--- config.mk ---
export PLATFORM = sky130hd
export DESIGN_NAME = vend_controller
export DESIGN_NICKNAME = d
export VERILOG_FILES = /design/src/rtl/vend_pkg.sv /design/src/rtl/vend_stock_bank.sv /design/src/rtl/vend_controller.sv
export SDC_FILE = /design/constraint.sdc
export NUM_CORES = 1
export LEC_CHECK = 0
export BUFFER_PORTS_ARGS = -buffer_cell sky130_fd_sc_hd__buf_2
export CAP_MARGIN = 20
export CELL_PAD_IN_SITES_DETAIL_PLACEMENT = 0
export CELL_PAD_IN_SITES_GLOBAL_PLACEMENT = 1
export CORE_ASPECT_RATIO = 0.8
export CORE_MARGIN = 1.5
export CORE_UTILIZATION = 31
export CTS_CLUSTER_DIAMETER = 200
export CTS_CLUSTER_SIZE = 12
export DETAILED_ROUTE_END_ITERATION = 10
export HOLD_SLACK_MARGIN = 0.05
export PLACE_DENSITY_LB_ADDON = 0.1
export SYNTH_ARGS = -nofsm -noshare
export SYNTH_HDL_FRONTEND = slang
export SYNTH_SLANG_ARGS = --single-unit
--- constraint.sdc ---
create_clock -name clock -period 3.51 [get_ports clock]
set_clock_uncertainty 0.2 [all_clocks]
set_input_delay 1.053 -clock clock [delete_from_list [all_inputs] [get_ports clock]]
set_output_delay 1.053 -clock clock [all_outputs]
set_load 0.005 [all_outputs]
--- src/rtl/vend_pkg.sv ---
// rtl/vend_pkg.sv - shared constants, price table and state encoding for the vending controller
package vend_pkg;
  localparam int NUM_ITEMS   = 4;
  localparam int ITEM_W      = 2;
  localparam int STOCK_INIT  = 8;
  localparam int STOCK_W     = 4;
  localparam int TIMEOUT_CYC = 1000;
  localparam int TIMER_W     = $clog2(TIMEOUT_CYC);
  localparam int CREDIT_W    = 4;

  localparam logic [CREDIT_W-1:0] NICKEL_VAL = 4'd1;
  localparam logic [CREDIT_W-1:0] DIME_VAL   = 4'd2;

  // Prices in nickels for items 0..3
  localparam logic [CREDIT_W-1:0] PRICE [NUM_ITEMS] = '{4'd3, 4'd4, 4'd5, 4'd6};

  typedef enum logic [4:0] {
    S_IDLE     = 5'b00001,
    S_COLLECT  = 5'b00010,
    S_DISPENSE = 5'b00100,
    S_CHANGE   = 5'b01000,
    S_REFUND   = 5'b10000
  } state_t;
endpackage

--- src/rtl/vend_stock_bank.sv ---
// rtl/vend_stock_bank.sv - per-item stock counters with reload, indexed decrement and sold-out flags
module vend_stock_bank
  import vend_pkg::*;
(
  input  logic                 clock,
  input  logic                 reset_n,
  input  logic                 load,
  input  logic                 dec_en,
  input  logic [ITEM_W-1:0]    dec_idx,
  output logic [NUM_ITEMS-1:0] sold_out
);

  logic [STOCK_W-1:0] stock [NUM_ITEMS];

  always_ff @(posedge clock or negedge reset_n) begin
    if (!reset_n) begin
      for (int i = 0; i < NUM_ITEMS; i++) stock[i] <= STOCK_W'(STOCK_INIT);
      sold_out <= '0;
    end else if (load) begin
      for (int i = 0; i < NUM_ITEMS; i++) stock[i] <= STOCK_W'(STOCK_INIT);
      sold_out <= '0;
    end else if (dec_en && stock[dec_idx] != '0) begin
      // Flag is registered on the same edge the last unit leaves
      stock[dec_idx]    <= stock[dec_idx] - STOCK_W'(1);
      sold_out[dec_idx] <= (stock[dec_idx] == STOCK_W'(1));
    end
  end

endmodule

--- src/rtl/vend_controller.sv ---
// rtl/vend_controller.sv - vending transaction sequencer: select, collect credit, dispense, pay out change/refund
module vend_controller
  import vend_pkg::*;
(
  input  logic                 clock,
  input  logic                 reset_n,
  input  logic [ITEM_W-1:0]    item_sel,
  input  logic                 sel_valid,
  input  logic                 nickel_in,
  input  logic                 dime_in,
  input  logic                 cancel,
  input  logic                 restock,
  output logic                 dispense,
  output logic [ITEM_W-1:0]    item_out,
  output logic                 nickel_out,
  output logic                 coin_reject,
  output logic                 busy,
  output logic [CREDIT_W-1:0]  credit,
  output logic [NUM_ITEMS-1:0] sold_out
);

  state_t              state;
  logic [ITEM_W-1:0]   item;
  logic [TIMER_W-1:0]  timer;
  logic [CREDIT_W-1:0] price;
  logic [CREDIT_W-1:0] coin_val;
  logic [CREDIT_W-1:0] credit_upd;
  logic [CREDIT_W-1:0] remainder;
  logic                coin_any;
  logic                dec_en;
  logic                load_en;

  always_comb begin
    price      = PRICE[item];
    // A simultaneous dime is dropped in favour of the nickel
    coin_val   = nickel_in ? NICKEL_VAL : (dime_in ? DIME_VAL : '0);
    credit_upd = credit + coin_val;
    remainder  = credit - price;
    coin_any   = nickel_in | dime_in;
    dec_en     = (state == S_DISPENSE);
    load_en    = restock && (state == S_IDLE);
  end

  vend_stock_bank u_stock (
    .clock    (clock),
    .reset_n  (reset_n),
    .load     (load_en),
    .dec_en   (dec_en),
    .dec_idx  (item),
    .sold_out (sold_out)
  );

  always_ff @(posedge clock or negedge reset_n) begin
    if (!reset_n) begin
      state       <= S_IDLE;
      item        <= '0;
      timer       <= '0;
      credit      <= '0;
      dispense    <= 1'b0;
      item_out    <= '0;
      nickel_out  <= 1'b0;
      coin_reject <= 1'b0;
      busy        <= 1'b0;
    end else begin
      dispense    <= 1'b0;
      item_out    <= '0;
      nickel_out  <= 1'b0;
      coin_reject <= coin_any;
      case (state)
        S_IDLE: begin
          if (!restock && sel_valid && !sold_out[item_sel]) begin
            item  <= item_sel;
            timer <= '0;
            state <= S_COLLECT;
            busy  <= 1'b1;
          end
        end
        S_COLLECT: begin
          coin_reject <= nickel_in & dime_in;
          credit      <= credit_upd;
          if (credit_upd >= price) begin
            state    <= S_DISPENSE;
            dispense <= 1'b1;
            item_out <= item;
          end else if (cancel || (!coin_any && timer == TIMER_W'(TIMEOUT_CYC - 1))) begin
            if (credit_upd == '0) begin
              state <= S_IDLE;
              busy  <= 1'b0;
            end else begin
              // First nickel goes out in the very next cycle; credit shows what remains after it
              state      <= S_REFUND;
              nickel_out <= 1'b1;
              credit     <= credit_upd - CREDIT_W'(1);
            end
          end else if (coin_any) begin
            timer <= '0;
          end else begin
            timer <= timer + TIMER_W'(1);
          end
        end
        S_DISPENSE: begin
          if (remainder != '0) begin
            state      <= S_CHANGE;
            nickel_out <= 1'b1;
            credit     <= remainder - CREDIT_W'(1);
          end else begin
            state  <= S_IDLE;
            busy   <= 1'b0;
            credit <= '0;
          end
        end
        S_CHANGE, S_REFUND: begin
          if (credit != '0) begin
            nickel_out <= 1'b1;
            credit     <= credit - CREDIT_W'(1);
          end else begin
            state <= S_IDLE;
            busy  <= 1'b0;
          end
        end
        default: begin
          state  <= S_IDLE;
          busy   <= 1'b0;
          credit <= '0;
        end
      endcase
    end
  end

  credit_bound: assert property (@(posedge clock) disable iff (!reset_n)
    ({1'b0, credit} <= ({1'b0, price} + 5'd1)));

endmodule
==> impl_metrics.py, run 1 <==
metrics = {
    "final_layout": {
        "final_area_um2": 3680,
        "area_growth_pct": 22.5,
        "final_cells": 451,
        "fillCellCount": 925,
        "layout_common_cells": "42 x dfrtp_1, 32 x nor2_1, 22 x buf_2, 22 x buf_4, 17 x ha_1",
        "final_common_cell": "dfrtp_1",
        "utilization_pct": 39.9,
        "antenna_cells": 0,
        "fin_nets": 365,
        "layout-drive-gt1-share_pct": 26.8,
    },
    "routing": {
        "vias": 2427,
        "wl_um": 7760,
        "detail-route-antenna-nets": 0,
        "vias_per_cell": 5.38,
        "drtPass1Iterations": 4,
        "drtIter0Drc": 101,
        "drc": 0,
        "wire_per_inst_um": 17.2,
    },
    "setup_path": {
        "crit_path_cell_trace": "buf_2 -> ha_4 -> fa_2 -> xnor2_2 -> inv_2 -> ha_4 -> a21o_1 -> a31oi_4 -> buf_4 -> and4_1 -> nand2_1 -> a311o_1",
        "slowest_delay_ns": 0.36,
        "crit_arrival_ns": 3.42,
        "timing.rr.start": "credit[0]",
        "critPathBufInv": 3,
        "reg2reg_to": "credit[1]",
        "worstSetupPathType": "in -> reg",
        "critPathCaptureType": "flip-flop",
        "r2r_cells": 11,
        "crit_path_start_kind": "input pin",
        "slowest_stage": "fa_2",
        "cp_common_cell": "ha_4",
        "worstPathRequired_ns": 3.48,
        "r2r_slack_ns": 0.49,
        "worstPathMaxFanout": 3,
        "crit_family": "adder cells",
    },
    "yosys": {
        "synth_edf_count": 0,
        "synth_ff_type": "dfrtp_1",
        "synth_area_leaders": "dfrtp_1 35%, ha_1 7.9%, dfstp_2 4.4%",
        "ys_warn_count": 0,
        "synthCells": 296,
        "async_flop_share_pct": 100,
        "synth_top_area_share_pct": 35.0,
        "yosysSeqAreaShare_pct": 39.3,
        "syn-num-nets": 326,
        "avgSynthCellArea_um2": 10.2,
        "ys_ff_latch": 47,
        "synth.cell_area_um2": 3010,
        "synth.distinct_cells": 66,
        "synth.largest_area_cell": "dfrtp_1",
    },
    "die": {
        "die_area_um2": 10300,
        "die_w_um": 113,
        "start_util_pct": 32.6,
        "ios": 23,
        "die_h_um": 91.1,
        "row_count": 31,
        "core_um2": 9230,
    },
    "cts": {
        "htreeDepth": 2,
        "root_buffer": "clkbuf_16",
        "cts_buffer_depth": 2,
        "ctsHoldBuffers": 0,
        "cts_tree": "built",
        "clkLatencyLatePin_ns": 0.29,
        "clkTransAtPathRegs_ns": 0.07,
        "clock_sinks": 47,
        "cts_buffers": 5,
    },
    "global_routing": {
        "grt_pass1_wl_um": 12900,
        "grt_max_degree": 31,
        "grt-ovfl-total": 0,
        "antenna_found_initial": 0,
        "grt.total_usage_pct": 16.1,
        "grt_pass1_vias": 2385,
    },
    "placement": {
        "portBuffers": 22,
        "place_area_um2": 3420,
        "routabilityCongestion": 0.764,
        "post-place-cells": 441,
        "place_hpwl_um": 5850,
    },
    "power": {
        "peakVddDrop_v": 0.000381,
        "powerDensity_nw_per_um2": 642,
        "total_power_uw": 2370,
        "p_leak_uw": 0.00171,
    },
    "job": {
        "maxCapViolations": 0,
    },
    "sta": {
        "finalMaxSlewViolations": 0,
        "fmax_mhz": 290,
        "post-route-min-period_ns": 3.44,
        "finalSetupViolCount": 0,
        "finalCritPeriodShare_pct": 98.1,
        "tightest_slew_ns": 0.612,
        "relSlewSlack_pct": 59.0,
        "finalHoldViolations": 0,
    },
    "hold_path": {
        "hold_class": "reg -> reg",
        "min_to": "u_stock.stock[1]",
        "hold_path.startpoint": "u_stock.stock[1]",
        "min_delay_path_depth": 1,
    },
    "status": {
        "outcome": "finished clean",
    },
}
state kept, by name (all words and copies together), names as in the netlist:
signal / cells
item_out: 2
credit: 4
item: 2
busy: 1
u_stock.sold_out: 4
u_stock.stock: 16
nickel_out: 1
dispense: 1
timer: 10
state: 5
coin_reject: 1
through the flow:
| stage | setup slack (ns) | hold slack (ns) | TNS (ns) |
|---|---|---|---|
| 2_1_floorplan | -0.117 | 0.267 | -0.889 |
| 3_3_place_gp | -0.223 | 0.280 | -2.87 |
| 3_5_place_dp | -0.282 | 0.288 | -3.53 |
| 4_1_cts | 0.0363 | 0.304 | 0 |
| 5_1_grt | -0.00739 | 0.324 | -0.00980 |
| 6_report | 0.0668 | 0.298 | 0 |
power by group:
group	switching [µW]	total [µW]	internal, µW
registers	40.7	639	598
clock network	220	578	359
logic	646	1150	503
total	906	2370	1460
layout make-up:
cell class / count / area, µm² / area share [%]
Clock buffer: 6 / 139 / 3.77
Tap cell: 115 / 144 / 3.91
Clock inverter: 2 / 38.8 / 1.05
Timing Repair Buffer: 45 / 295 / 8.02
Multi-Input combinational cell: 222 / 1830 / 49.7
Inverter: 14 / 52.6 / 1.43
Sequential cell: 47 / 1180 / 32.1
logic make-up after synthesis:
family                     after synthesis  share of synthesized area, %
and+or+nand+nor                        105                          20.3
AOI/OAI and AO/OA                       79                          19.5
DFF                                     47                          39.3
buffers and inverters                   27                          4.41
adders and majority gates               22                          9.58
muxes                                   11                          5.41
xor gates and xnor gates                 5                          1.46
metal layers:
| layer | track usage (%) | vias up | wire length (µm) |
|---|---|---|---|
| met2 | 23.1 | 44 | 3320 |
| met1 | 24.7 | 1174 | 4020 |
| met4 | 4.38 | 0 | 91 |
| li1 | - | 1201 | - |
| met5 | 0 | - | 0 |
| met3 | 2.74 | 8 | 332 |
worst max path at each step:
stage,slack [ns],to,startpoint,depth (start not counted)
global route,-0.007,credit[1],nickel_in,12
detailed placement,-0.28,timer[6],nickel_in,12
floorplan,-0.12,timer[9],nickel_in,11
finish,0.07,credit[1],nickel_in,12
CTS,0.04,timer[6],nickel_in,12
global placement,-0.22,timer[6],nickel_in,12
worst reg2reg max path, delay by kind of cell (launching register included):
| family | cells | cell delay (ns) |
|---|---|---|
| compound gates | 3 | 0.98 |
| fa+ha+maj | 3 | 0.77 |
| flops | 1 | 0.42 |
| buf+inv | 4 | 0.39 |
| simple gates | 1 | 0.14 |
what timing repair did:
item	4_1_cts	5_1_grt
gates resized for setup	0	11
endpoints found under the setup margin	0	10
setup buffers	0	2
synthesized netlist by cell type, drive strengths merged (2+ instances only):
master  number
a31o        13
a31oi        7
a21o         3
dfrtp       42
and4         2
or3          5
mux2         2
o41ai        4
nand2       13
and3b        2
clkbuf       5
dfstp        5
mux2i        5
mux4         4
inv         14
nor3         6
a21oi        3
and2         8
xnor2        5
nor2b        4
a221o        3
ha          19
nand4        2
nand3       15
nor4         2
fa           2
o31ai       12
buf          8
o21ai       17
nand3b       3
or3b         4
nand2b       2
nor2        32
a41oi        2
Power figures use the tool's default switching activity.
==> run 2: changes to the inputs <==
--- a/config.mk
+++ b/config.mk
@@ -10,7 +10,7 @@
 export CELL_PAD_IN_SITES_DETAIL_PLACEMENT = 0
 export CELL_PAD_IN_SITES_GLOBAL_PLACEMENT = 1
 export CORE_ASPECT_RATIO = 0.8
-export CORE_MARGIN = 1.5
+export CORE_MARGIN = 3
 export CORE_UTILIZATION = 31
 export CTS_CLUSTER_DIAMETER = 200
 export CTS_CLUSTER_SIZE = 12
==> impl_metrics.py, run 2 (same netlist as run 1, synthesis figures left out) <==
metrics = {
    "global_routing": {
        "antenna_found_initial": 0,
        "grt.total_usage_pct": 16.0,
        "grt_pass1_wl_um": 13400,
        "grt_pass1_vias": 2414,
        "grt-ovfl-total": 0,
        "grt_max_degree": 48,
    },
    "die": {
        "core_um2": 9230,
        "ios": 23,
        "row_count": 31,
        "die_w_um": 116,
        "die_h_um": 94.1,
        "die_area_um2": 10900,
        "start_util_pct": 32.6,
    },
    "sta": {
        "rsz0062_at_grt": "no",
        "finalHoldViolations": 0,
        "hold_ws_ns": 0.301,
        "relSlewSlack_pct": 56.8,
        "finalCritPeriodShare_pct": 98.0,
        "finalSetupViolCount": 0,
        "setup_ws_ns": 0.0686,
        "post-route-min-period_ns": 3.44,
        "finalSetupTns_ns": 0,
        "fmax_mhz": 291,
        "finalMaxSlewViolations": 0,
        "tightest_slew_ns": 0.648,
    },
    "final_layout": {
        "layout_common_cells": "42 x dfrtp_1, 32 x nor2_1, 24 x buf_4",
        "reg_top3": "u_stock.stock: 16 flops, timer: 10 flops, state: 5 flops",
        "largest_reg_flops": 16,
        "final_cells": 451,
        "fillCellCount": 929,
        "top_register": "u_stock.stock",
        "antenna_cells": 0,
        "final_common_cell": "dfrtp_1",
        "area_growth_pct": 19.5,
        "layout-drive-gt1-share_pct": 25.3,
        "fin_nets": 366,
    },
    "cts": {
        "cts_tree": "built",
        "root_buffer": "clkbuf_16",
        "cts_buffer_depth": 2,
        "clkLatencyLatePin_ns": 0.30,
        "cts_buffers": 5,
        "clkTransAtPathRegs_ns": 0.08,
        "htreeDepth": 2,
        "clock_sinks": 47,
    },
    "power": {
        "p_int_uw": 1370,
        "powerDensity_nw_per_um2": 638,
        "p_leak_uw": 0.00163,
        "peakVddDrop_v": 0.000318,
        "power.switching_uw": 919,
        "combPwrFrac_pct": 51.0,
        "seq_power_share_pct": 28.2,
        "total_power_uw": 2290,
        "switching_share_pct": 40.1,
        "clockPowerShare_pct": 20.8,
    },
    "placement": {
        "routabilityCongestion": 0.753,
        "dp_slack_ns": -0.257,
        "post-place-cells": 444,
        "portBuffers": 22,
        "place_hpwl_um": 5930,
    },
    "routing": {
        "vias": 2453,
        "drc": 0,
        "wl_um": 8130,
        "detail-route-antenna-nets": 0,
        "drtIter0Drc": 143,
        "drtPass1Iterations": 4,
        "wire_per_inst_um": 18.0,
        "vias_per_cell": 5.44,
    },
    "status": {
        "outcome": "finished clean",
    },
    "setup_path": {
        "worstPathRequired_ns": 3.50,
        "crit_path_start_kind": "input pin",
        "r2r_slack_ns": 0.45,
        "worstSetupPathType": "in -> reg",
        "crit_arrival_ns": 3.43,
        "worstPathMaxFanout": 9,
        "critPathCaptureType": "flip-flop",
    },
    "hold_path": {
        "hold_class": "reg -> reg",
    },
    "job": {
        "maxCapViolations": 0,
    },
}
## run 2: per-stage QoR
step	area [µm²]	util (%)
2_1_floorplan	3100	-
3_3_place_gp	3450	37.3
3_5_place_dp	3450	37.3
4_1_cts	3590	38.8
5_1_grt	3590	38.9
6_report	3590	38.9
## run 2: what timing repair did
item,in CTS,in global routing
buffers inserted,0,0
hold buffers,0,0
resized for setup,0,1
setup endpoints to repair,0,6
## run 2: final timing paths
path                       cells past startpoint                to              from
min reg2reg                                    1  u_stock.stock[2]  u_stock.stock[2]
max                                           12          timer[5]         nickel_in
max reg2reg                                   11          timer[5]         credit[0]
min in group asynchronous                      2       coin_reject           reset_n
max in group asynchronous                      2         credit[1]           reset_n
min                                            1  u_stock.stock[2]  u_stock.stock[2]
## run 2: layout make-up
cell class | count | area, µm² | share of cell area, %
clock buffer | 5 | 125 | 3.48
clock inverter | 2 | 13.8 | 0.383
inverter | 14 | 52.6 | 1.46
multi-input combinational | 222 | 1780 | 49.7
sequential | 47 | 1180 | 32.9
tap | 115 | 144 | 4.01
timing repair buffer | 46 | 290 | 8.08
## run 2: power groups by stage
stage	clock network (µW)	registers, µW	logic, µW
final	477	645	1170
after global routing	521	653	1300
after CTS	492	645	1180
after detailed placement	0	654	1170
after global placement	0	655	1170
after floorplan	0	662	749
## run 2: routing by layer
metal	vias up	global-route usage, %	share of wire (%)
met1	1216	24.9	55
met2	32	22.9	43
met3	7	2.70	2.0
li1	1198	-	-
met5	-	0	0
met4	0	3.19	0.73
## run 2: worst max-delay path: stages
cell and delay, ns:
buf_2 0.13, ha_4 0.17, fa_2 0.37, xnor2_2 0.17
inv_2 0.07, ha_4 0.24, a21o_1 0.20, a31oi_4 0.18
a31oi_4 0.11, or3_1 0.36, buf_4 0.19, o41ai_2 0.21
==> run 3: changes to the inputs <==
--- a/config.mk
+++ b/config.mk
@@ -5,18 +5,19 @@
 export SDC_FILE = /design/constraint.sdc
 export NUM_CORES = 1
 export LEC_CHECK = 0
-export BUFFER_PORTS_ARGS = -buffer_cell sky130_fd_sc_hd__buf_2
 export CAP_MARGIN = 20
 export CELL_PAD_IN_SITES_DETAIL_PLACEMENT = 0
 export CELL_PAD_IN_SITES_GLOBAL_PLACEMENT = 1
 export CORE_ASPECT_RATIO = 0.8
 export CORE_MARGIN = 3
-export CORE_UTILIZATION = 31
+export CORE_UTILIZATION = 45
 export CTS_CLUSTER_DIAMETER = 200
 export CTS_CLUSTER_SIZE = 12
 export DETAILED_ROUTE_END_ITERATION = 10
+export DONT_BUFFER_PORTS = 1
 export HOLD_SLACK_MARGIN = 0.05
 export PLACE_DENSITY_LB_ADDON = 0.1
 export SYNTH_ARGS = -nofsm -noshare
 export SYNTH_HDL_FRONTEND = slang
 export SYNTH_SLANG_ARGS = --single-unit
+export TNS_END_PERCENT = 30
==> impl_metrics.py, run 3 (same netlist as run 1, synthesis figures left out) <==
metrics = {
    "sta": {
        "finalHoldViolations": 0,
        "post-route-min-period_ns": 3.28,
        "rsz0062_at_grt": "no",
        "setup_ws_ns": 0.231,
        "relSlewSlack_pct": 61.2,
        "finalCritPeriodShare_pct": 93.4,
        "tightest_slew_ns": 0.581,
        "fmax_mhz": 305,
        "finalMaxSlewViolations": 0,
        "finalSetupViolCount": 0,
    },
    "power": {
        "p_leak_uw": 0.00145,
        "peakVddDrop_v": 0.000461,
        "powerDensity_nw_per_um2": 629,
    },
    "final_layout": {
        "largest_reg_flops": 16,
        "top_register": "u_stock.stock",
        "layout-drive-gt1-share_pct": 17.1,
        "reg_top3": "u_stock.stock: 16 flops, timer: 10 flops, state: 5 flops",
        "final_area_um2": 3330,
        "antenna_cells": 0,
        "layout_common_cells": "42 x dfrtp_1, 32 x nor2_1, 17 x ha_1",
        "fillCellCount": 566,
        "fin_nets": 333,
        "area_growth_pct": 10.7,
        "final_common_cell": "dfrtp_1",
    },
    "placement": {
        "routabilityCongestion": 0.798,
        "place_area_um2": 3210,
        "place_hpwl_um": 5250,
        "portBuffers": 0,
        "dp_slack_ns": -0.101,
    },
    "routing": {
        "drc": 0,
        "wl_um": 7020,
        "wire_per_inst_um": 18.2,
        "detail-route-antenna-nets": 0,
        "drtIter0Drc": 108,
        "vias": 2284,
        "drtPass1Iterations": 4,
        "vias_per_cell": 5.93,
    },
    "setup_path": {
        "crit_arrival_ns": 3.29,
        "reg2reg_to": "timer[6]",
        "r2r_cells": 11,
        "critPathCaptureType": "flip-flop",
        "worstSetupPathType": "in -> reg",
        "crit_path_start_kind": "input pin",
        "worstPathRequired_ns": 3.52,
        "worstPathMaxFanout": 9,
        "timing.rr.start": "credit[0]",
        "r2r_slack_ns": 0.44,
    },
    "cts": {
        "cts_tree": "built",
        "ctsResizeCount": 0,
        "clock_sinks": 47,
        "root_buffer": "clkbuf_8",
        "cts_buffer_depth": 2,
        "cts_buffers": 5,
        "clkTransAtPathRegs_ns": 0.10,
        "clkLatencyLatePin_ns": 0.30,
        "postCtsSetupRepairBufs": 0,
        "htreeDepth": 2,
        "ctsHoldBuffers": 0,
    },
    "status": {
        "outcome": "finished clean",
    },
    "global_routing": {
        "grt_max_degree": 48,
        "grt-ovfl-total": 0,
        "grt.total_usage_pct": 19.4,
        "grt_pass1_vias": 2283,
        "antenna_found_initial": 0,
        "grt_pass1_wl_um": 12000,
    },
    "die": {
        "row_count": 25,
        "die_area_um2": 7700,
        "die_h_um": 79.1,
        "core_um2": 6190,
        "ios": 23,
        "start_util_pct": 48.5,
        "die_w_um": 97.4,
    },
    "job": {
        "maxCapViolations": 0,
    },
    "hold_path": {
        "hold_class": "in -> async",
    },
}
run 3: cell types whose count changed in the layout (fill, tap and decap cells not counted):
cell / delta
buf_2: -22
buf_4: -11
clkbuf_16: -5
clkbuf_8: +5
bufinv_16: +1
clkinv_2: -1
clkinv_4: -1
clkinvlp_4: +1
inv_6: +1
o31ai_1: +1
o31ai_2: -1
run 3: power breakdown:
group          internal (µW)  switching, µW  total, µW
Combinational            438            582       1020
Sequential               597           53.3        651
Clock                    215            207        422
Total                   1250            842       2090
run 3: layout make-up:
class | count | area (µm²) | share of cell area (%)
inverters | 14 | 52.6 | 1.58
multi-input cells | 222 | 1780 | 53.4
flip-flops and latches | 47 | 1180 | 35.5
well taps | 81 | 101 | 3.05
clock inverters | 3 | 46.3 | 1.39
clock buffers | 5 | 68.8 | 2.07
repair buffers | 13 | 97.6 | 2.93
run 3: worst max path at each step:
stage | from | end | slack, ns | depth (start not counted)
floorplan | nickel_in | timer[9] | -0.12 | 11
global placement | nickel_in | timer[6] | -0.05 | 11
detailed placement | nickel_in | timer[7] | -0.10 | 11
CTS | nickel_in | timer[9] | 0.22 | 11
global route | nickel_in | timer[7] | 0.11 | 11
finish | nickel_in | timer[6] | 0.23 | 11
run 3: stage by stage:
step / total power (µW) / util (%) / instances / hold WS [ns] / setup TNS, ns
detailed placement: 1680 / 51.9 / 377 / 0.288 / -0.716
finish: 2090 / 53.7 / 385 / 0.230 / 0
CTS: 2100 / 53.7 / 385 / 0.224 / 0
global route: 2260 / 53.7 / 385 / 0.205 / 0
global placement: 1690 / 51.9 / 377 / 0.281 / -0.349
floorplan: 1410 / - / 296 / 0.267 / -0.877
run 3: per-layer routing:
layer	global-route usage, %	up-vias	wire (µm)
li1	-	1125	-
met1	30.8	1114	3790
met2	26.9	43	2860
met3	4.57	2	335
met4	3.46	0	30
met5	0	-	0
run 3: critical path, cell delays in order:
cell	delay, ns
ha_4	0.14
fa_2	0.37
xnor2_2	0.19
inv_2	0.08
ha_4	0.24
a21o_1	0.20
a31oi_4	0.18
a31oi_4	0.10
or3_1	0.35
buf_4	0.18
o41ai_2	0.20
